`config.mk`:
```
export PLATFORM = sky130hd
export DESIGN_NAME = cdb_arbiter_flat
export DESIGN_NICKNAME = d
export VERILOG_FILES = /design/src/rtl/cdb_arbiter_if.sv /design/src/rtl/cdb_arbiter.sv /design/src/flat_wrapper.sv
export SDC_FILE = /design/constraint.sdc
export NUM_CORES = 1
export LEC_CHECK = 0
export BUFFER_PORTS_ARGS = -buffer_cell sky130_fd_sc_hd__buf_2
export CORE_ASPECT_RATIO = 1.2
export CORE_MARGIN = 1.5
export CORE_UTILIZATION = 40
export CTS_BUF_LIST = sky130_fd_sc_hd__clkbuf_16
export DETAILED_ROUTE_END_ITERATION = 12
export REMOVE_ABC_BUFFERS = 1
export SLEW_MARGIN = 10
export SYNTH_ARGS = -nofsm -noshare
export SYNTH_HDL_FRONTEND = slang
export SYNTH_SLANG_ARGS = --single-unit
```
`constraint.sdc`:
```
create_clock -name clk -period 11.7 [get_ports clk]
set_input_delay 1.755 -clock clk [delete_from_list [all_inputs] [get_ports clk]]
set_output_delay 1.755 -clock clk [all_outputs]
set_load 0.01 [all_outputs]
```
`src/rtl/cdb_arbiter_if.sv`:
```
// Writeback-side bundle of the common-data-bus arbiter: producer results in,
// three shared writeback buses, per-source stall and the sticky overflow flag out.
interface cdb_arbiter_if #(
  parameter int NUM_SRC = 4
);
  logic [NUM_SRC-1:0]    src_en;
  logic [5*NUM_SRC-1:0]  src_vregid;
  logic [32*NUM_SRC-1:0] src_val;
  logic [NUM_SRC-1:0]    src_stall;

  logic        writeback1_en;
  logic        writeback2_en;
  logic        writeback3_en;
  logic [4:0]  writeback1_vregid;
  logic [4:0]  writeback2_vregid;
  logic [4:0]  writeback3_vregid;
  logic [31:0] writeback1_val;
  logic [31:0] writeback2_val;
  logic [31:0] writeback3_val;

  logic        overflow_err;

  modport master (
    output src_en, src_vregid, src_val,
    input  src_stall, overflow_err,
    input  writeback1_en, writeback2_en, writeback3_en,
    input  writeback1_vregid, writeback2_vregid, writeback3_vregid,
    input  writeback1_val, writeback2_val, writeback3_val
  );

  modport slave (
    input  src_en, src_vregid, src_val,
    output src_stall, overflow_err,
    output writeback1_en, writeback2_en, writeback3_en,
    output writeback1_vregid, writeback2_vregid, writeback3_vregid,
    output writeback1_val, writeback2_val, writeback3_val
  );
endinterface

```
`src/rtl/cdb_arbiter.sv`:
```
// Round-robin arbiter draining NUM_SRC per-source result FIFOs onto three writeback buses.
// Define CDB_BYPASS_EN to let a result skip its empty FIFO and reach a bus in one edge.
module cdb_arbiter #(
  parameter int NUM_SRC    = 4,
  parameter int FIFO_DEPTH = 4
) (
  input  logic         clk,
  input  logic         rst_n,
  cdb_arbiter_if.slave bus
);
  localparam int PW = $clog2(FIFO_DEPTH);
  localparam int CW = PW + 1;
  localparam int IW = (NUM_SRC > 1) ? $clog2(NUM_SRC) : 1;
  localparam int NB = 3;

  typedef logic [36:0] entry_t;

  entry_t             mem_q    [NUM_SRC][FIFO_DEPTH];
  entry_t             mem_d    [NUM_SRC][FIFO_DEPTH];
  logic [PW-1:0]      rd_ptr_q [NUM_SRC];
  logic [PW-1:0]      rd_ptr_d [NUM_SRC];
  logic [PW-1:0]      wr_ptr_q [NUM_SRC];
  logic [PW-1:0]      wr_ptr_d [NUM_SRC];
  logic [CW-1:0]      cnt_q    [NUM_SRC];
  logic [CW-1:0]      cnt_d    [NUM_SRC];
  logic [NUM_SRC-1:0] stall_q, stall_d;
  logic [IW-1:0]      rr_ptr_q, rr_ptr_d;
  logic [NB-1:0]      wb_en_q, wb_en_d;
  logic [4:0]         wb_vregid_q [NB];
  logic [4:0]         wb_vregid_d [NB];
  logic [31:0]        wb_val_q    [NB];
  logic [31:0]        wb_val_d    [NB];
  logic               ovf_q, ovf_d;

  entry_t             in_entry [NUM_SRC];
  entry_t             head     [NUM_SRC];
  logic [NUM_SRC-1:0] avail;
  logic [NUM_SRC-1:0] grant;
  logic [NUM_SRC-1:0] take_in;

  always_comb begin
    for (int i = 0; i < NUM_SRC; i++) begin
      in_entry[i] = {bus.src_vregid[5*i +: 5], bus.src_val[32*i +: 32]};
      head[i]     = mem_q[i][rd_ptr_q[i]];
`ifdef CDB_BYPASS_EN
      avail[i]    = (cnt_q[i] != '0) || bus.src_en[i];
`else
      avail[i]    = (cnt_q[i] != '0);
`endif
    end
  end

  // Scan from rr_ptr; the k-th hit lands on bus k and rr_ptr follows the last hit.
  always_comb begin : p_grant
    int         sidx;
    logic [IW-1:0] sel;
    logic [1:0] pick;
    grant       = '0;
    take_in     = '0;
    wb_en_d     = '0;
    wb_vregid_d = wb_vregid_q;
    wb_val_d    = wb_val_q;
    rr_ptr_d    = rr_ptr_q;
    pick        = 2'd0;
    sidx        = 0;
    sel         = '0;
    for (int k = 0; k < NUM_SRC; k++) begin
      sidx = int'(rr_ptr_q) + k;
      if (sidx >= NUM_SRC) sidx = sidx - NUM_SRC;
      sel = IW'(sidx);
      if (avail[sel] && (pick != 2'd3)) begin
        grant[sel]   = 1'b1;
        wb_en_d[pick] = 1'b1;
`ifdef CDB_BYPASS_EN
        if (cnt_q[sel] == '0) begin
          take_in[sel] = 1'b1;
          {wb_vregid_d[pick], wb_val_d[pick]} = in_entry[sel];
        end else begin
          {wb_vregid_d[pick], wb_val_d[pick]} = head[sel];
        end
`else
        {wb_vregid_d[pick], wb_val_d[pick]} = head[sel];
`endif
        pick     = pick + 2'd1;
        rr_ptr_d = (sidx + 1 >= NUM_SRC) ? '0 : IW'(sidx + 1);
      end
    end
  end

  // A bypassed result is neither pushed nor popped; it only touches the bus register.
  always_comb begin : p_fifo
    logic pop;
    logic push;
    logic full;
    mem_d    = mem_q;
    rd_ptr_d = rd_ptr_q;
    wr_ptr_d = wr_ptr_q;
    cnt_d    = cnt_q;
    stall_d  = stall_q;
    ovf_d    = ovf_q;
    pop      = 1'b0;
    push     = 1'b0;
    full     = 1'b0;
    for (int i = 0; i < NUM_SRC; i++) begin
      pop  = grant[i] && !take_in[i];
      push = bus.src_en[i] && !take_in[i];
      full = (cnt_q[i] == CW'(FIFO_DEPTH));
      if (push && full && !pop) begin
        ovf_d = 1'b1;
        push  = 1'b0;
      end
      if (push) begin
        mem_d[i][wr_ptr_q[i]] = in_entry[i];
        wr_ptr_d[i]           = wr_ptr_q[i] + PW'(1);
      end
      if (pop) rd_ptr_d[i] = rd_ptr_q[i] + PW'(1);
      cnt_d[i]   = cnt_q[i] + CW'(push) - CW'(pop);
      stall_d[i] = (cnt_d[i] >= CW'(FIFO_DEPTH - 1));
    end
  end

  always_ff @(posedge clk or negedge rst_n) begin
    if (!rst_n) begin
      for (int i = 0; i < NUM_SRC; i++) begin
        for (int j = 0; j < FIFO_DEPTH; j++) mem_q[i][j] <= '0;
        rd_ptr_q[i] <= '0;
        wr_ptr_q[i] <= '0;
        cnt_q[i]    <= '0;
      end
      for (int b = 0; b < NB; b++) begin
        wb_vregid_q[b] <= '0;
        wb_val_q[b]    <= '0;
      end
      stall_q  <= '0;
      rr_ptr_q <= '0;
      wb_en_q  <= '0;
      ovf_q    <= 1'b0;
    end else begin
      mem_q       <= mem_d;
      rd_ptr_q    <= rd_ptr_d;
      wr_ptr_q    <= wr_ptr_d;
      cnt_q       <= cnt_d;
      stall_q     <= stall_d;
      rr_ptr_q    <= rr_ptr_d;
      wb_en_q     <= wb_en_d;
      wb_vregid_q <= wb_vregid_d;
      wb_val_q    <= wb_val_d;
      ovf_q       <= ovf_d;
    end
  end

  assign bus.src_stall         = stall_q;
  assign bus.overflow_err      = ovf_q;
  assign bus.writeback1_en     = wb_en_q[0];
  assign bus.writeback2_en     = wb_en_q[1];
  assign bus.writeback3_en     = wb_en_q[2];
  assign bus.writeback1_vregid = wb_vregid_q[0];
  assign bus.writeback2_vregid = wb_vregid_q[1];
  assign bus.writeback3_vregid = wb_vregid_q[2];
  assign bus.writeback1_val    = wb_val_q[0];
  assign bus.writeback2_val    = wb_val_q[1];
  assign bus.writeback3_val    = wb_val_q[2];
endmodule
```
`src/flat_wrapper.sv`:
```
// flat-port wrapper written by rule: the top's interface ports become plain ports
module cdb_arbiter_flat 
#(
  parameter int NUM_SRC    = 4,
  parameter int FIFO_DEPTH = 4
)
  (clk, rst_n, bus_src_en, bus_src_vregid, bus_src_val, bus_src_stall, bus_overflow_err, bus_writeback1_en, bus_writeback2_en, bus_writeback3_en, bus_writeback1_vregid, bus_writeback2_vregid, bus_writeback3_vregid, bus_writeback1_val, bus_writeback2_val, bus_writeback3_val);
  cdb_arbiter_if #(.NUM_SRC(NUM_SRC)) bus_i ();
  input  logic clk;
  input  logic rst_n;
  input wire logic [$bits(bus_i.src_en)-1:0] bus_src_en;
  input wire logic [$bits(bus_i.src_vregid)-1:0] bus_src_vregid;
  input wire logic [$bits(bus_i.src_val)-1:0] bus_src_val;
  output wire logic [$bits(bus_i.src_stall)-1:0] bus_src_stall;
  output wire logic [$bits(bus_i.overflow_err)-1:0] bus_overflow_err;
  output wire logic [$bits(bus_i.writeback1_en)-1:0] bus_writeback1_en;
  output wire logic [$bits(bus_i.writeback2_en)-1:0] bus_writeback2_en;
  output wire logic [$bits(bus_i.writeback3_en)-1:0] bus_writeback3_en;
  output wire logic [$bits(bus_i.writeback1_vregid)-1:0] bus_writeback1_vregid;
  output wire logic [$bits(bus_i.writeback2_vregid)-1:0] bus_writeback2_vregid;
  output wire logic [$bits(bus_i.writeback3_vregid)-1:0] bus_writeback3_vregid;
  output wire logic [$bits(bus_i.writeback1_val)-1:0] bus_writeback1_val;
  output wire logic [$bits(bus_i.writeback2_val)-1:0] bus_writeback2_val;
  output wire logic [$bits(bus_i.writeback3_val)-1:0] bus_writeback3_val;
  assign bus_i.src_en = bus_src_en;
  assign bus_i.src_vregid = bus_src_vregid;
  assign bus_i.src_val = bus_src_val;
  assign bus_src_stall = bus_i.src_stall;
  assign bus_overflow_err = bus_i.overflow_err;
  assign bus_writeback1_en = bus_i.writeback1_en;
  assign bus_writeback2_en = bus_i.writeback2_en;
  assign bus_writeback3_en = bus_i.writeback3_en;
  assign bus_writeback1_vregid = bus_i.writeback1_vregid;
  assign bus_writeback2_vregid = bus_i.writeback2_vregid;
  assign bus_writeback3_vregid = bus_i.writeback3_vregid;
  assign bus_writeback1_val = bus_i.writeback1_val;
  assign bus_writeback2_val = bus_i.writeback2_val;
  assign bus_writeback3_val = bus_i.writeback3_val;
  cdb_arbiter #(.NUM_SRC(NUM_SRC), .FIFO_DEPTH(FIFO_DEPTH)) u_core (.clk(clk), .rst_n(rst_n), .bus(bus_i));
endmodule
```
# After elaboration in Yosys (flattened, before gate mapping)
# Cells that the tools add are included.
# totals
regBits	741
word_cells	293
out_inout_bits	119
inputBits	154
# classes
n_lt_le_gt_ge	48
mux	115
addsub	29
bitwise_logic	21
n_reduce_logical	35
eq_ne	7
# ops
cell	count
37-bit 2-to-1 mux	20
37-bit binary-select mux with 2-bit select	8
148-bit bitwise mux	4
37-bit demux with 2-bit select	4
96-bit bitwise mux	3
96-bit 2-to-1 mux	3
32-bit 2-to-1 mux	8
32-bit by 4-bit greater-or-equal comparator with 1-bit output, second input constant	7
32-bit demux with 2-bit select	3
32-bit by 2-bit adder with 32-bit output, second input constant	4
32-bit by 4-bit subtractor with 32-bit output, second input constant	3
15-bit bitwise mux	3
3-bit greater-or-equal comparator, second input constant	15
15-bit 2-to-1 mux	3
2-bit inverter with 3-bit output	14
5-bit demux with 2-bit select	3
1-bit logical AND	25
3-bit by 1-bit less-than comparator with 1-bit output, second input constant	7
1-bit 2-to-1 mux	21
2-bit 2-to-1 mux	10
5-bit 2-to-1 mux	4
2-bit by 1-bit adder with 2-bit output, second input constant	9
2-bit by 3-bit less-than comparator with 1-bit output, second input constant	6
4-bit 2-to-1 mux	4
24 further kinds	64

# Longest topological paths before layout
# logic_depth
ltp_word	20
ltp_mapped	25
mapped_depth_nobuf	17

# Least setup slack after synthesis
# No wires, ideal clock.
# synth_timing
path_type	register -> register
from	register u_core.rr_ptr_q[0]
to	register u_core.stall_q[1] (netlist: u_core.bus.src_stall[1])
arrival_time_ns	5.883
slack_ns	5.699
period_less_slack_ns	6.001
path_stages_with_launch	25
path_cell_list	dfrtp_1 inv_2 clkbuf_1 clkbuf_1 clkbuf_1 ha_1 clkbuf_1 clkinv_1 mux4_2 buf_6 clkbuf_1 buf_1 ha_1 nand2_1 o311ai_0 nor2_4 or2_2 ha_1 inv_1 ha_1 inv_1 fa_1 xnor2_1 xnor2_1 a21o_1
# synth_rtl
element	line	source
from (decl)	cdb_arbiter.sv:27	logic [IW-1:0] rr_ptr_q, rr_ptr_d;
from (signal assigned)	cdb_arbiter.sv:144	rr_ptr_q <= rr_ptr_d;
to (signal assigned)	cdb_arbiter.sv:143	stall_q <= stall_d;
to (decl)	cdb_arbiter.sv:26	logic [NUM_SRC-1:0] stall_q, stall_d;

==> results list <==
* Sequential fraction of the synthesis area: 49.20%
- Avg Cell Area, Syn: 13.72 µm²
* Overall via count from detail_route: around 24000
* Num CTS Buffers: about 80
* Total congestion overflow after global routing: 0
- Clock Path Buffers: 3
* Most common cell in the netlist: dfrtp_1
- In the final layout, the multi-input gates occupy 17940 µm².
- Proportion of synthesized area in mux cells: approximately a third
* Hold Path Origin: u_core.rd_ptr_q[4]$_DFFE_PN0P_
- Static timing analysis puts the maximum clock frequency at ~180 MHz.
* Reg area: 18560 µm²
* Routed Wire Length: 114.1 mm
- Number of setup buffers added after CTS: 0
- Predominant post-synthesis flop cell: dfrtp_1
- Hold crit path type: flop to flop
* Register bit total from synthesis: 741
* Synthesis-to-layout area growth: 13.19%
* Via density: 5.707
* Number of unique standard cell types used by synthesis: 63
- Final Cycle Share: between 40% and 50%
- At the later pin of the worst-skew pair, clock insertion delay measures 0.66 ns.
- Along the worst hold path, the cell count comes to 1.
* Dpl hpwl: 79.21 mm
* Final setup viols: 0
* Capture instance of the worst register-to-register path: u_core.bus.src_stall[0]$_DFF_PN0_
- Worst Path Required: 12.22 ns
- Setup slack on the worst flop-to-flop path: between 6 and 7 ns
* Number of maximum-capacitance constraint violations: 0
* FF-to-FF Start: u_core.rr_ptr_q[1]$_DFFE_PN0P_
- Initial core utilization: 40.28%
- The flow ran to the end, and the final reports show no timing, DRC or antenna violations.
- Num ports: about 270
* Global-route wire length before repair: around 170 mm
- Die Span Y: 339.2 µm
* Number of fillers in the final layout: about 8500
- Summed over its instances, the top area cell type makes up 49.20% of the synthesized netlist area.
* DRT iter0 DRCs: 1647
- After floorplanning, the core was sized to cover 93570 µm².
- Global routing used 23.58% of the available tracks.
* Commonest cells in the netlist: dfrtp_1, mux2_2, mux2_1
- Post-Syn Area: 37690 µm²
- The count of buffers added on input and output ports is 272.
* Residual antenna-violating net count after detailed routing: 0
* R2R cell count: 15
- Maximum fanout along the worst path: 50
- Share of layout cells above drive strength 1: 35.28%
* Average wire length per cell after detail routing: 26.59 µm
* Startpoint type of the worst setup path: flop
* Number of global-route vias before repair: about 26000
- Fraction of the mapped netlist area in compound gates: 7.278%
- Counting flops with an async set or reset pin after synthesis yields a share of 100.0%.
- Cells resized by post-CTS repair: 0
* Number of synthesized flops with an enable pin: 0
- Setup Skew: 0.03202 ns
* Main combinational cell family by area after synthesis: multiplexers
- Cells after Synth: 2746
- Crit path arrival time: approximately 6 ns
* Kind of end point of the critical path: flop
* Number of optimization iterations in the first detailed-route pass: 5
- The final number of max-transition violations is 0.
- TritonCTS built the clock tree.
- Final hold violations: 0
* Startpoint-to-endpoint class of the critical path: flop to flop
- Headroom to the max-slew limit came out at about a fifth.
- Fin crit period: 5.621 ns
- CTS sink cnt: 741
- Least-Margin Pin Slew: roughly 1.2 ns
* Cell taking the most area after synthesis: dfrtp_1
* Worst Hold Path EP: u_core.rd_ptr_q[4]$_DFFE_PN0P_
- The synthesized netlist devotes 0.4648% of its cell area to XOR and XNOR gates.
* H-tree depth: 3
- The floorplan has roughly 120 rows.
- Die outline width: about 280 µm
- The number of antenna violations at the first check in global routing was 31.
- Number of buffers inserted by hold repair at cts: 0
* Setup_tns: 0 ns
* Final estimated routing congestion in global placement: 0.8739
- Pin count of the biggest net entering global routing: 166
* Total number of yosys warnings: 0
- Area fraction in and, or, nand and nor cells after synthesis: 3.313%
- The synthesized netlist devotes 1.308% of its cell area to adder and majority cells.
- Die footprint: 96070 µm²
- Clock transition time at the flip-flop clock pins of the worst setup and hold paths: 0.06 ns
- Cells taking the most area after synthesis: dfrtp_1, mux2_2, mux4_2
- The root buffer cell chosen for the clock tree is clkbuf_16.
* DRC violation count after routing: 0
- Setup repair after global routing left no endpoint under its margin.
* Post-layout net count: 3155
-- cell families (layout without fill, tap and decap cells) --
group / Yosys count / in the layout
other: 0 / 10
DFF: 741 / 741
buffers and inverters: 251 / 535
muxes: 1027 / 1027
adders and majority gates: 37 / 37
and+or+nand+nor: 291 / 291
AOI/OAI and AO/OA: 379 / 379
xor gates and xnor gates: 20 / 20
-- sequential cells by signal (all words and copies together) (netlist names), 8 cells and up --
register / flops
u_core.rd_ptr_q: 8
u_core.mem_q: 592
u_core.bus.writeback3_val: 32
u_core.bus.writeback1_val: 32
u_core.bus.writeback2_val: 32
u_core.cnt_q: 12
u_core.wr_ptr_q: 8
-- worst max path at each step --
stage | slack (ns) | cells after the start | startpoint | to
after global placement | 6.31 | 15 | u_core.rr_ptr_q[1]$_DFFE_PN0P_ | u_core.bus.src_stall[0]$_DFF_PN0_
after detailed placement | 6.12 | 15 | u_core.rr_ptr_q[1]$_DFFE_PN0P_ | u_core.bus.src_stall[0]$_DFF_PN0_
after floorplan | -1.73 | 10 | u_core.rr_ptr_q[0]$_DFFE_PN0P_ | u_core.bus.writeback2_vregid[4]$_DFF_PN0_
after global routing | 5.82 | 15 | u_core.rr_ptr_q[1]$_DFFE_PN0P_ | u_core.bus.src_stall[0]$_DFF_PN0_
final | 6.08 | 15 | u_core.rr_ptr_q[1]$_DFFE_PN0P_ | u_core.bus.src_stall[0]$_DFF_PN0_
after CTS | 6.11 | 15 | u_core.rr_ptr_q[1]$_DFFE_PN0P_ | u_core.bus.src_stall[0]$_DFF_PN0_
-- metrics by stage --
step / setup WS [ns] / utilization [%] / hold slack (ns) / instance area (µm²) / instances
final: 6.079 / 45.59 / 0.4725 / 42660 / 4290
after global routing: 5.820 / 45.57 / 0.4879 / 42640 / 4284
after floorplan: -1.725 / - / 0.4524 / 36650 / 2556
after global placement: 6.313 / 42.83 / 0.4617 / 40080 / 4131
after detailed placement: 6.120 / 42.83 / 0.4655 / 40080 / 4131
after CTS: 6.109 / 45.56 / 0.4756 / 42630 / 4280
-- area by class of cell --
class | count | area share, %
Antenna cell | 10 | 0.05866
Clock buffer | 82 | 4.810
Clock inverter | 67 | 1.176
Inverter | 61 | 0.5514
Multi-Input combinational cell | 1754 | 42.06
Sequential cell | 741 | 43.50
Tap cell | 1250 | 3.666
Timing Repair Buffer | 325 | 4.177
-- metal layers --
metal / up-vias / GRT usage (%) / share of wire [%]
met5: - / 0 / 0.14
met4: 24 / 10.98 / 4.6
met3: 205 / 5.437 / 7.2
met2: 815 / 39.14 / 48
met1: 12730 / 29.18 / 40
li1: 10710 / - / -
-- critical path, stage by stage, from the launching register on --
cell,delay (ns)
dfrtp_2,0.40
inv_2,0.04
buf_4,0.60
mux4_2,0.82
clkinv_2,0.80
a221oi_4,0.70
o211a_1,0.55
inv_1,0.14
ha_1,0.32
inv_1,0.06
ha_1,0.13
inv_1,0.05
fa_1,0.38
xnor2_1,0.20
xnor2_1,0.11
a21o_1,0.17
-- placed cells by master (no fill, tap or decap), types with 11 or more instances in the layout --
cell and instances:
o22ai_1 24, xnor2_1 17, nand3_1 17, o311ai_0 11, a2bb2oi_1 13, a22o_1 15, mux2_1 269, ha_1 32
clkbuf_16 82, nor2_1 55, mux4_2 166, dfrtp_1 733, o221ai_1 29, a21oi_1 63, a21o_1 18, nand2_1 177
inv_1 73, o21ai_0 103, mux2_2 420, a221oi_1 34, buf_4 52, mux2i_1 172, buf_2 271, clkinv_1 22
Power is left out: the tool's default activity adds up to more than one toggle a clock period on the data nets, which glitch-free logic cannot reach.
